## src/rtl/writeback_stage.sv

```systemverilog
// writeback_stage: MEM/WB stage driving the register-file write port, with load wait and sub-word extraction
module writeback_stage #(
  parameter int DATA_WIDTH     = 32,
  parameter int REG_ADDR_WIDTH = 5,
  parameter int COUNT_WIDTH    = 32
) (
  input  logic                      Clk,
  input  logic                      Reset,
  input  logic                      InValid,
  output logic                      InReady,
  input  logic                      InRegWrite,
  input  logic                      InMemToReg,
  input  logic [REG_ADDR_WIDTH-1:0] InWriteRegister,
  input  logic [DATA_WIDTH-1:0]     InAluResult,
  input  logic [1:0]                InLoadSize,
  input  logic                      InLoadSigned,
  input  logic [DATA_WIDTH-1:0]     MemReadData,
  input  logic                      MemReady,
  input  logic                      Flush,
  output logic [REG_ADDR_WIDTH-1:0] WriteRegister,
  output logic [DATA_WIDTH-1:0]     WriteData,
  output logic                      RegWrite,
  output logic                      PendingLoad,
  output logic [REG_ADDR_WIDTH-1:0] PendingRegister,
  output logic [COUNT_WIDTH-1:0]    RetireCount
);
  localparam logic [1:0] IDLE = 2'd0, WAIT_MEM = 2'd1, WRITE = 2'd2;
  logic [1:0] state;
  logic       pendRegWrite, pendSigned;
  logic [1:0] pendSize, pendOffset;
  logic       accept, inDirect, memDone;
  logic       retire, retireWrite;
  logic [REG_ADDR_WIDTH-1:0] retireReg;
  logic [DATA_WIDTH-1:0]     retireData;

  function automatic logic [DATA_WIDTH-1:0] extract(
    input logic [DATA_WIDTH-1:0] data,
    input logic [1:0]            size,
    input logic                  sgn,
    input logic [1:0]            off
  );
    logic [7:0]  b;
    logic [15:0] h;
    b = data[{off, 3'b000} +: 8];
    h = data[{off[1], 4'b0000} +: 16];
    extract = size == 2'd0 ? {{(DATA_WIDTH-8){sgn & b[7]}}, b} :
              size == 2'd1 ? {{(DATA_WIDTH-16){sgn & h[15]}}, h} : data;
  endfunction

  assign InReady     = state != WAIT_MEM;
  assign PendingLoad = state == WAIT_MEM;
  assign accept      = InValid & InReady & ~Flush;
  assign inDirect    = accept & (~InMemToReg | MemReady);
  assign memDone     = (state == WAIT_MEM) & ~Flush & MemReady;

  always_comb begin
    retire      = inDirect | memDone;
    retireWrite = memDone ? pendRegWrite : InRegWrite;
    retireReg   = memDone ? PendingRegister : InWriteRegister;
    retireData  = memDone ? extract(MemReadData, pendSize, pendSigned, pendOffset) :
                  InMemToReg ? extract(MemReadData, InLoadSize, InLoadSigned, InAluResult[1:0]) :
                  InAluResult;
  end

  always_ff @(posedge Clk) begin
    if (Reset) begin
      state           <= IDLE;
      RegWrite        <= 1'b0;
      WriteRegister   <= '0;
      WriteData       <= '0;
      PendingRegister <= '0;
      pendRegWrite    <= 1'b0;
      pendSigned      <= 1'b0;
      pendSize        <= 2'd0;
      pendOffset      <= 2'd0;
      RetireCount     <= '0;
    end else begin
      RegWrite <= retire & retireWrite & (retireReg != '0);
      // Outputs only move on a real write so the bypass source stays stable otherwise
      if (retire & retireWrite & (retireReg != '0)) begin
        WriteRegister <= retireReg;
        WriteData     <= retireData;
      end
      if (retire) RetireCount <= RetireCount + COUNT_WIDTH'(1);
      if (accept & InMemToReg & ~MemReady) begin
        PendingRegister <= InWriteRegister;
        pendRegWrite    <= InRegWrite;
        pendSigned      <= InLoadSigned;
        pendSize        <= InLoadSize;
        pendOffset      <= InAluResult[1:0];
      end
      if (state == WAIT_MEM)
        state <= Flush ? IDLE : MemReady ? WRITE : WAIT_MEM;
      else
        state <= inDirect ? WRITE : accept ? WAIT_MEM : IDLE;
    end
  end
endmodule

```

## config.mk

```make
export PLATFORM = sky130hd
export DESIGN_NAME = writeback_stage
export DESIGN_NICKNAME = d
export VERILOG_FILES = /design/src/rtl/writeback_stage.sv
export SDC_FILE = /design/constraint.sdc
export NUM_CORES = 1
export LEC_CHECK = 0
export ABC_AREA = 1
export ABC_CLOCK_PERIOD_IN_PS = 4600
export CORE_MARGIN = 5
export CORE_UTILIZATION = 29
export CTS_BUF_LIST = sky130_fd_sc_hd__clkbuf_8
export DETAILED_ROUTE_END_ITERATION = 10
export PLACE_DENSITY = 0.51
export SYNTH_ARGS = -nofsm -noshare
export SYNTH_HDL_FRONTEND = slang
export SYNTH_SLANG_ARGS = --single-unit
```

## constraint.sdc

```tcl
create_clock -name Clk -period 4.6 [get_ports Clk]
set_input_delay 0.92 -clock Clk [delete_from_list [all_inputs] [get_ports Clk]]
set_output_delay 0.92 -clock Clk [all_outputs]
set_load 0.1 [all_outputs]
```

==> impl_results.md, run 1 <==
- Rows: 53
- Top cell type's share of synthesized area: 0.271
- Core Area: 0.0210 mm2
- DR WL met2: 10.9 mm
- Largest stage delay, worst path: slightly below 0.9 ns
- Hold-fix buffers, CTS: 0
- Max cap viols: 0
- Share of cells above drive strength 1: 0.0651
- CTS tree: done
- Leading area contributor after synthesis: dfxtp_1
- GRT Overall Usage: 0.193
- DR top layer: met4
- Worst reg2reg startpoint: pendSize[1]
- Worst R2R Path Depth: 10
- Root buf cell: clkbuf_8
- Dpl cell area: slightly below 0.008 mm2
- Total grt overflow: 0
- Syn_nets: about 1100
- TritonRoute pass-1 iters: 5
- Vias per cell: between 4 and 5
- Critical path launch point type: primary input
- Routed WL: about 24 mm
- CTS Buf Count: 9
- H-Tree Depth: 3
- WS Path Type: primary input to flop
- PostCTS Resize Cnt: 0
- Number of routed nets with antenna violations: 0
- Cells after synthesis: 1044
- Cell area after synthesis: 0.00614 mm2
- Largest net degree at the start of global routing: 60
- Total power: about 1.8 mW
- WHS Endpoint: PendingRegister[3]
- Bufs and invs on worst path: 2
- RSZ-0062 raised after global routing: no
- GP Congestion: 0.915
- Slew HR: 0.300
- Post-CTS setup buffer count: 0
- Routed wl met3: 1.67 mm
- First DRT Iteration DRCs: 537
- CP dominant cell by count: nand2_1
- CP max stage cell: clkdlybuf4s50_1
- Final nets: approximately 1200
- LEAKAGE: between 3 and 4 nW
- Yosys cell types: 40
- R2R Path End: WriteData[5]
- R2r setup slk: 2.05 ns
- Post-DP HPWL: between 15 and 20 mm
- Crit path DAT: 3.41 ns
- Yosys warns: 0
- Max frequency: 318 MHz
- Vias in the first global route: about 6700
- Hold Crit Class: flop to flop
- P&R area growth vs syn: 30.6%
- Ys async rst share: 0
- Clock-pin transition on the worst setup and hold timing paths: ~0.10 ns
- Clk sinks: 83
- Worst Setup End Kind: flop
- Initial antenna violation count: 0
- CP Cell Sequence: clkdlybuf4s50_1 > inv_1 > nand2_1 > nand2_1 > nand3_1 > nand2_1 > nand3b_1 > nand3_1 > nand2_1 > nor2_1 > nor2_1
- Met1 wire length: about 11 mm
- Most used DFF post-synth: dfxtp_1
- Total die area: around 0.024 mm2
- Post-synth EDFFs: 0
- First-pass GRT wire length: ~37 mm
- Hold Path Origin: PendingRegister[3]
- I/O pin count: 156
- Cell family with most CP delay: simple AND/OR/NAND/NOR gates
- Largest cells by area after synthesis: dfxtp_1 27%, nand2_1 18%, nand3_1 9.1%, a21oi_1 7.0%, nor2_1 6.5%
- Worst path required time: between 4 and 5 ns
- PD cells: 231 mW/mm2
- Final period util: 0.684
- Post-route cell area: between 0.008 and 0.009 mm2
- Max Slew Vio Count: 0
- Chip Width: approximately 160 um
- Clock Latency Late Sink: 0.38 ns
- Sequential element share of the synthesized area: 0.271
- Largest fanout on the critical path: 18
- Skew final: between 0.015 and 0.02 ns
- Worst-margin pin slew: roughly 1.0 ns
- Hold Crit Depth: 2
- Status: finished clean
- DRC: 0
- # setup viols final: 0
- Vert. Die Dim: approximately 160 um
- # port buffers: 155
- N_diodes: 0
- Synthesized area per cell: 5.88 um2
- Synth Register Bits: 83
- TNS Setup: 0 ns
- Final Critical Period: approximately 3.1 ns
- Initial Util: 0.293
- Maximum vdd drop: about 0.000097 V
- Clock Path Buffers: 2
- DR WL/cell: around 16 um
- Hold Violations, Final: 0
- Via count: 7127
-- worst reg2reg max path: stages (launching register included) --
cell	delay [ns]
dfxtp_1	0.82
inv_1	0.18
nand3_1	0.11
buf_4	0.26
clkinv_1	0.31
o21ai_0	0.24
a21oi_1	0.05
o21ai_0	0.17
nand2_1	0.12
nor2_1	0.15
nor2_1	0.06
-- placed cells by master (no fill, tap or decap), types with 4 or more instances in the layout --
cell type / netlist / routed
nand4_1: 31 / 31
or2_2: 24 / 24
clkbuf_8: 0 / 11
clkdlybuf4s50_1: 0 / 154
o211ai_1: 12 / 12
nand3b_1: 17 / 17
a21oi_1: 86 / 86
nor2_1: 106 / 106
o21ai_0: 66 / 66
buf_4: 4 / 15
nand3_1: 112 / 112
nand2_1: 298 / 298
inv_1: 89 / 89
dfxtp_1: 83 / 83
xor2_1: 5 / 5
nand2_2: 4 / 4
nor3_1: 14 / 14
xnor2_1: 4 / 4
-- power breakdown --
group	leakage (nW)	internal (mW)	switching, mW
Sequential	0.674	0.743	0.0212
Clock	0.0920	0.227	0.296
Combinational	2.58	0.183	0.378
-- how the worst max path moves through the flow --
stage / from / end / slack, ns / cells after the start
after global placement: InAluResult[1] / WriteData[31] / 1.14 / 11
after CTS: InAluResult[1] / WriteData[31] / 1.47 / 11
after global routing: InAluResult[1] / WriteData[31] / 1.10 / 11
after floorplan: state[0] / InReady / 2.22 / 3
final: InAluResult[1] / WriteData[31] / 1.46 / 11
after detailed placement: InAluResult[1] / WriteData[31] / 1.07 / 11
-- registers in the layout, summed over array words and instances (netlist names), 2 cells and up --
name             flops
PendingRegister      5
WriteData           32
state                2
RetireCount         32
pendSize             2
pendOffset           2
WriteRegister        5
-- layer usage --
layer | vias to the layer above | global-route usage
met5 | - | 0
met4 | 0 | 0.0484
met3 | 26 | 0.0442
met1 | 3218 | 0.259
li1 | 3643 | -
met2 | 240 | 0.313
-- through the flow --
step	util	setup slack [ns]	hold WS [ns]	cells
after floorplan	-	2.22	0.455	1044
after CTS	0.383	1.47	0.478	1443
after global routing	0.383	1.10	0.506	1443
after global placement	0.374	1.14	0.451	1428
after detailed placement	0.374	1.07	0.464	1428
final	0.383	1.46	0.475	1443
-- logic make-up (layout without fill, tap and decap cells) --
logic type      count (synthesis)  count (layout)  share of synthesized area
xor+xnor                        9               9                     0.0128
simple gates                  620             620                      0.453
compound gates                173             173                      0.151
flops                          83              83                      0.271
buf+inv                       158             282                      0.111
fa+ha+maj                       1               1                    0.00204
-- cells in the mapped netlist, types with 2 or more instances --
cell / n
nand4_1: 31
nor2_1: 106
buf_6: 5
nor3_2: 2
a21oi_1: 86
o21a_1: 3
xor2_1: 5
nor3_1: 14
inv_1: 89
inv_2: 3
buf_4: 4
clkinv_1: 3
xnor2_1: 4
o21ai_0: 66
o21ai_2: 2
o21ai_1: 2
nand2_1: 298
clkbuf_1: 24
inv_4: 2
dfxtp_1: 83
buf_2: 23
or2_2: 24
nand2_2: 4
nand3_1: 112
nand3b_1: 17
nand2_4: 2
nor4_1: 2
o211ai_1: 12
buf_1: 5
-- cell type report --
type                            instances  area, um2
Multi-Input combinational cell        803       3800
Clock inverter                          4       33.8
Inverter                               97        369
Timing Repair Buffer                  170       1660
Tap cell                              275        344
Fill cell                            2344      12900
Sequential cell                        83       1660
Clock buffer                           11        151
Power figures use the tool's default switching activity.
==> run 2, diff against run 1 <==
--- a/config.mk
+++ b/config.mk
@@ -6,7 +6,7 @@
 export NUM_CORES = 1
 export LEC_CHECK = 0
 export ABC_AREA = 1
-export ABC_CLOCK_PERIOD_IN_PS = 4600
+export ABC_CLOCK_PERIOD_IN_PS = 3200
 export CORE_MARGIN = 5
 export CORE_UTILIZATION = 29
 export CTS_BUF_LIST = sky130_fd_sc_hd__clkbuf_8
==> constraint.sdc (replaced) <==
create_clock -name Clk -period 3.2 [get_ports Clk]
set_input_delay 0.64 -clock Clk [delete_from_list [all_inputs] [get_ports Clk]]
set_output_delay 0.64 -clock Clk [all_outputs]
set_load 0.1 [all_outputs]
==> run 2 against run 1 <==
Compared with the run above:
- register-to-register slack worse by 0.94 ns
- flip-flop and latch count stayed put
- critical path depth is 1 lower
- first-iteration DRC count is 6.0% higher
- global-route usage is 0.052 points higher
- clock skew is 0.0014 ns lower
- count of clock-buffer cells in the layout is 1 lower
- core utilization is 0.33 points lower
- clock power is 71% higher
==> impl_results.md, run 2 (synthesis results as in run 1) <==
- DP Worst Slack: around 0.31 ns
- P&R area growth vs syn: 29.4%
- Status: finished clean
- Hold Violations, Final: 0
- I/O pin count: roughly 160
- Vias in the first global route: roughly 6600
- Hold Path Origin: PendingRegister[1]
- Max frequency: approximately 400 MHz
- Met2 Use GR: 0.310
- Core Util, Final: 0.379
- CTS Buf Count: 9
- Chip Width: 156 um
- Initial Util: 0.293
- Clock Latency Late Sink: 0.38 ns
- Worst reg2reg startpoint: pendSize[1]
- PostCTS Resize Cnt: 0
- GRT Overall Usage: 0.193
- Core Area: 0.0210 mm2
- Crit path DAT: ~2.7 ns
- Worst R2R Path Depth: 10
- Via count: about 7000
- Share of cells above drive strength 1: 0.138
- Worst path required time: ~3.5 ns
- Setup slack after layout: ~0.76 ns
- Slew HR: 0.525
- WS Path Type: primary input to flop
- Clock Path Buffers: 2
- Worst-margin pin slew: approximately 0.71 ns
- Hold-fix buffers, CTS: 0
- Grt peak-use layer: met2
- Maximum vdd drop: around 0.00017 V
- WHS: about 0.47 ns
- Hold Crit Depth: 2
- First DRT Iteration DRCs: roughly 570
- DR WL/cell: roughly 16 um
- Worst Setup End Kind: flop
- Root buf cell: clkbuf_8
- TNS Setup: 0 ns
- M3 GR Usage: 0.0337
- # setup viols final: 0
- CTS tree: done
- TritonRoute pass-1 iters: 5
- N_diodes: 0
- H-Tree Depth: 3
- First-pass GRT wire length: 37.3 mm
- Post-DP HPWL: 17.7 mm
- PD cells: ~350 mW/mm2
- Largest net degree at the start of global routing: 60
- Total power: about 2.8 mW
- Largest regs: RetireCount (32), WriteData (32)
- Vert. Die Dim: 156 um
- Post-CTS setup buffer count: 0
- Final Critical Period: between 2 and 2.5 ns
- Largest fanout on the critical path: 15
- R2R Path End: WriteData[5]
- Max cap viols: 0
- Total die area: around 0.024 mm2
- Met1 Track Usage GR: 0.268
- Total grt overflow: 0
- Final period util: 0.763
- Clk sinks: 83
- Clock-pin transition on the worst setup and hold timing paths: about 0.1 ns
- Max Slew Vio Count: 0
- LEAKAGE: roughly 3.6 nW
- Number of routed nets with antenna violations: 0
- Commonest non-fill, non-tap cell in the layout: nand2_1
- # port buffers: around 160
- WHS Endpoint: PendingRegister[1]
- Routed WL: 23.8 mm
- Most frequent cells in the layout: 298 x nand2_1, 112 x nand3_1, 106 x nor2_1, 100 x buf_4, 90 x inv_1
- Rows: 53
- RSZ-0062 raised after global routing: no
- Vias per cell: a little under 5
- Critical path launch point type: primary input
- DRC: 0
- Final nets: 1253
- Initial antenna violation count: 0
- Hold Crit Class: flop to flop
- Skew final: ~0.017 ns
- GP Congestion: between 0.8 and 0.9
- R2r setup slk: 1.11 ns
==> run 2: changes by cell type in the layout (fill, tap and decap cells not counted) <==
cell / delta
bufinv_16: +2
buf_4: +85
clkinv_4: +1
clkinvlp_4: -1
inv_1: +1
inv_6: -1
clkbuf_8: -1
buf_12: +1
clkdlybuf4s50_1: -77
==> run 2: power breakdown <==
group,switching [mW],internal (mW)
clock,0.431,0.463
sequential,0.0240,1.07
combinational,0.551,0.260
==> run 2: through the flow <==
stage               cell area [um2]  cells
finish                         7950   1453
global route                   7950   1453
CTS                            7950   1453
detailed placement             7720   1437
global placement               7720   1437
floorplan                      6140   1044
==> run 2: cell type report <==
class | instances | area (um2)
fill | 2405 | 13000
multi-input combinational | 803 | 3800
sequential | 83 | 1660
timing repair buffer | 179 | 1550
inverter | 97 | 369
tap | 275 | 344
clock buffer | 10 | 138
clock inverter | 6 | 90.1
==> run 2: worst max path at each step <==
stage | from | slack (ns) | cells past startpoint | endpoint
floorplan | RetireCount[0] | 0.86 | 8 | RetireCount[18]
global placement | MemReady | 0.29 | 12 | WriteData[0]
detailed placement | MemReady | 0.31 | 12 | WriteData[0]
CTS | MemReady | 0.72 | 12 | WriteData[0]
global route | MemReady | 0.52 | 13 | WriteData[0]
finish | MemReady | 0.76 | 10 | RetireCount[14]
==> run 2: metal layers <==
layer  up-vias  part of all wire
met5         -                 0
met4         0             0.018
met3        25             0.055
met2       196              0.46
met1      3216              0.47
li1       3668                 -
==> run 2: critical path: stages <==
cell and delay, ns:
clkdlybuf4s50_1 0.52, inv_1 0.08, nor2_2 0.09, nand2_2 0.21
nand2_1 0.40, nand2_1 0.17, nor3_2 0.34, nand3_1 0.12
nand2_1 0.08, nor2_1 0.05
==> run 3, diff against run 2 <==
--- a/config.mk
+++ b/config.mk
@@ -6,12 +6,12 @@
 export NUM_CORES = 1
 export LEC_CHECK = 0
 export ABC_AREA = 1
-export ABC_CLOCK_PERIOD_IN_PS = 3200
+export ABC_CLOCK_PERIOD_IN_PS = 2100
 export CORE_MARGIN = 5
 export CORE_UTILIZATION = 29
 export CTS_BUF_LIST = sky130_fd_sc_hd__clkbuf_8
 export DETAILED_ROUTE_END_ITERATION = 10
-export PLACE_DENSITY = 0.51
+export PLACE_DENSITY = 0.53
 export SYNTH_ARGS = -nofsm -noshare
 export SYNTH_HDL_FRONTEND = slang
 export SYNTH_SLANG_ARGS = --single-unit
==> constraint.sdc (replaced) <==
create_clock -name Clk -period 2.1 [get_ports Clk]
set_input_delay 0.42 -clock Clk [delete_from_list [all_inputs] [get_ports Clk]]
set_output_delay 0.42 -clock Clk [all_outputs]
set_load 0.1 [all_outputs]
==> run 3 against run 2 <==
Compared with the run above:
- sequential share of layout area down 1.1 points
- clock skew about the same
- cell count up 3.7%
- routed wire length up 1.2%
- global-route usage up 0.22 points
- final area up 6.9%
- setup slack worse by 0.55 ns
- count of clock-buffer cells in the layout unchanged
- die area unchanged
- non-clock buffer count up 54
- clock power up 22%
- critical path type unchanged
==> impl_results.md, run 3 (synthesis results as in run 1) <==
- Hold Violations, Final: 0
- DRC: 0
- Clk sinks: between 80 and 90
- # port buffers: between 150 and 200
- Largest fanout on the critical path: 25
- I/O pin count: between 150 and 200
- PostCTS Resize Cnt: 0
- N_diodes: 0
- GRT Overall Usage: 0.195
- Met2 Use GR: 0.322
- Core Util, Final: 0.406
- Critical path launch point type: primary input
- Worst path required time: about 2.4 ns
- Skew final: 0.0168 ns
- CP Cell Sequence: clkdlybuf4s50_1 > inv_1 > nor2_2 > nand2_2 > nand2_1 > o21ai_0 > nor2_1 > nand2_2 > nand2_4 > nand2_8 > inv_4 > nor2_1 > nor2_1
- Largest stage delay, worst path: 0.48 ns
- Status: finished clean
- Via count: 7356
- TritonRoute pass-1 iters: 7
- # setup viols final: 0
- Post-CTS setup buffer count: 0
- Number of routed nets with antenna violations: 0
- Share of cells above drive strength 1: 0.187
- P&R area growth vs syn: 38.4%
- Chip Width: 156 um
- Initial antenna violation count: 0
- Post-DP HPWL: about 18 mm
- Final nets: roughly 1300
- LEAKAGE: about 3.9 nW
- CTS tree: done
- DP Worst Slack: -0.193 ns
- Grt peak-use layer: met2
- Clock Latency Late Sink: ~0.37 ns
- Total grt overflow: 0
- Hold Crit Class: flop to flop
- Max cap viols: 0
- Commonest non-fill, non-tap cell in the layout: nand2_1
- Vias in the first global route: approximately 6900
- Final period util: 0.899
- CP dominant cell by count: nor2_1
- Clock share of power: 0.268
- Hold-fix buffers, CTS: 0
- Vias per cell: about 4.9
- Most frequent cells in the layout: 298 x nand2_1, 140 x buf_4, 112 x nand3_1, 106 x nor2_1, 90 x inv_1
- M3 GR Usage: 0.0259
- GP Congestion: around 0.90
- Share of total power in sequential cells: 0.408
- Max frequency: ~530 MHz
- Pint: 2.56 mW
- Net Sw Frac: 0.374
- Slew HR: 0.693
- CP max stage cell: clkdlybuf4s50_1
- Core Area: roughly 0.021 mm2
- Met1 Track Usage GR: 0.270
- TNS Setup: 0 ns
- DR WL/cell: between 15 and 20 um
- Vert. Die Dim: 156 um
- Clock Path Buffers: 2
- Rows: 53
- First DRT Iteration DRCs: 531
- Worst Setup End Kind: flop
- PD cells: ~480 mW/mm2
- RSZ-0062 raised after global routing: no
- Largest net degree at the start of global routing: 60
- Largest regs: RetireCount (32), WriteData (32)
- First-pass GRT wire length: about 38 mm
- Maximum vdd drop: approximately 0.00025 V
- Crit path DAT: 2.18 ns
- Worst-margin pin slew: 0.457 ns
- Initial Util: 0.293
- Combinational Power Share: 0.324
- P_sw: about 1.5 mW
- H-Tree Depth: 3
- Root buf cell: clkbuf_8
- Final Critical Period: roughly 1.9 ns
- Setup slack after layout: about 0.21 ns
- WS Path Type: primary input to flop
- Routed WL: approximately 24 mm
- Clock-pin transition on the worst setup and hold timing paths: ~0.090 ns
- CTS Buf Count: 9
- Max Slew Vio Count: 0
- Total die area: roughly 0.024 mm2
## run 3: changes by cell type in the layout (fill, tap and decap cells not counted), sizes merged
cell	change
buf	+54
clkinvlp	+1
bufinv	-2
clkinv	+1
## run 3: area by class of cell
cell class | instances | area, um2
clock buffer | 10 | 138
clock inverter | 6 | 42.5
fill | 2340 | 12500
inverter | 97 | 369
multi-input combinational | 803 | 3800
sequential | 83 | 1680
tap | 275 | 344
timing repair buffer | 233 | 2130
## run 3: per-layer routing
metal	wire length [um]	vias up
li1	-	3778
met1	11300	3368
met2	11300	187
met3	1160	23
met4	347	0
met5	0	-
## run 3: worst paths after layout
path	startpoint	endpoint	slack, ns	depth (start not counted)
setup / recovery	MemReady	WriteData[17]	0.21	13
hold / removal	PendingRegister[1]	PendingRegister[1]	0.47	2
setup reg to reg	RetireCount[0]	RetireCount[22]	0.26	9
hold reg to reg	PendingRegister[1]	PendingRegister[1]	0.47	2
## run 3: through the flow
stage,instances,hold slack [ns],total power [mW],area [um2]
floorplan,1044,0.455,2.52,6160
global placement,1491,0.458,3.03,8320
detailed placement,1491,0.465,3.03,8320
CTS,1507,0.479,4.14,8500
global route,1507,0.500,4.30,8500
finish,1507,0.472,4.08,8500
## run 3: power groups by stage
| stage | sequential, mW | combinational [mW] | clock (mW) |
|---|---|---|---|
| floorplan | 2.05 | 0.472 | 0 |
| global placement | 1.70 | 1.32 | 0 |
| detailed placement | 1.70 | 1.32 | 0 |
| CTS | 1.67 | 1.33 | 1.15 |
| global route | 1.67 | 1.43 | 1.20 |
| finish | 1.67 | 1.32 | 1.09 |
## run 3: critical path: cells and delay by family
family / cells / cell delay [ns]
buffers and inverters: 3 / 0.77
AO/OA/AOI/OAI: 1 / 0.10
AND/OR/NAND/NOR: 9 / 0.87
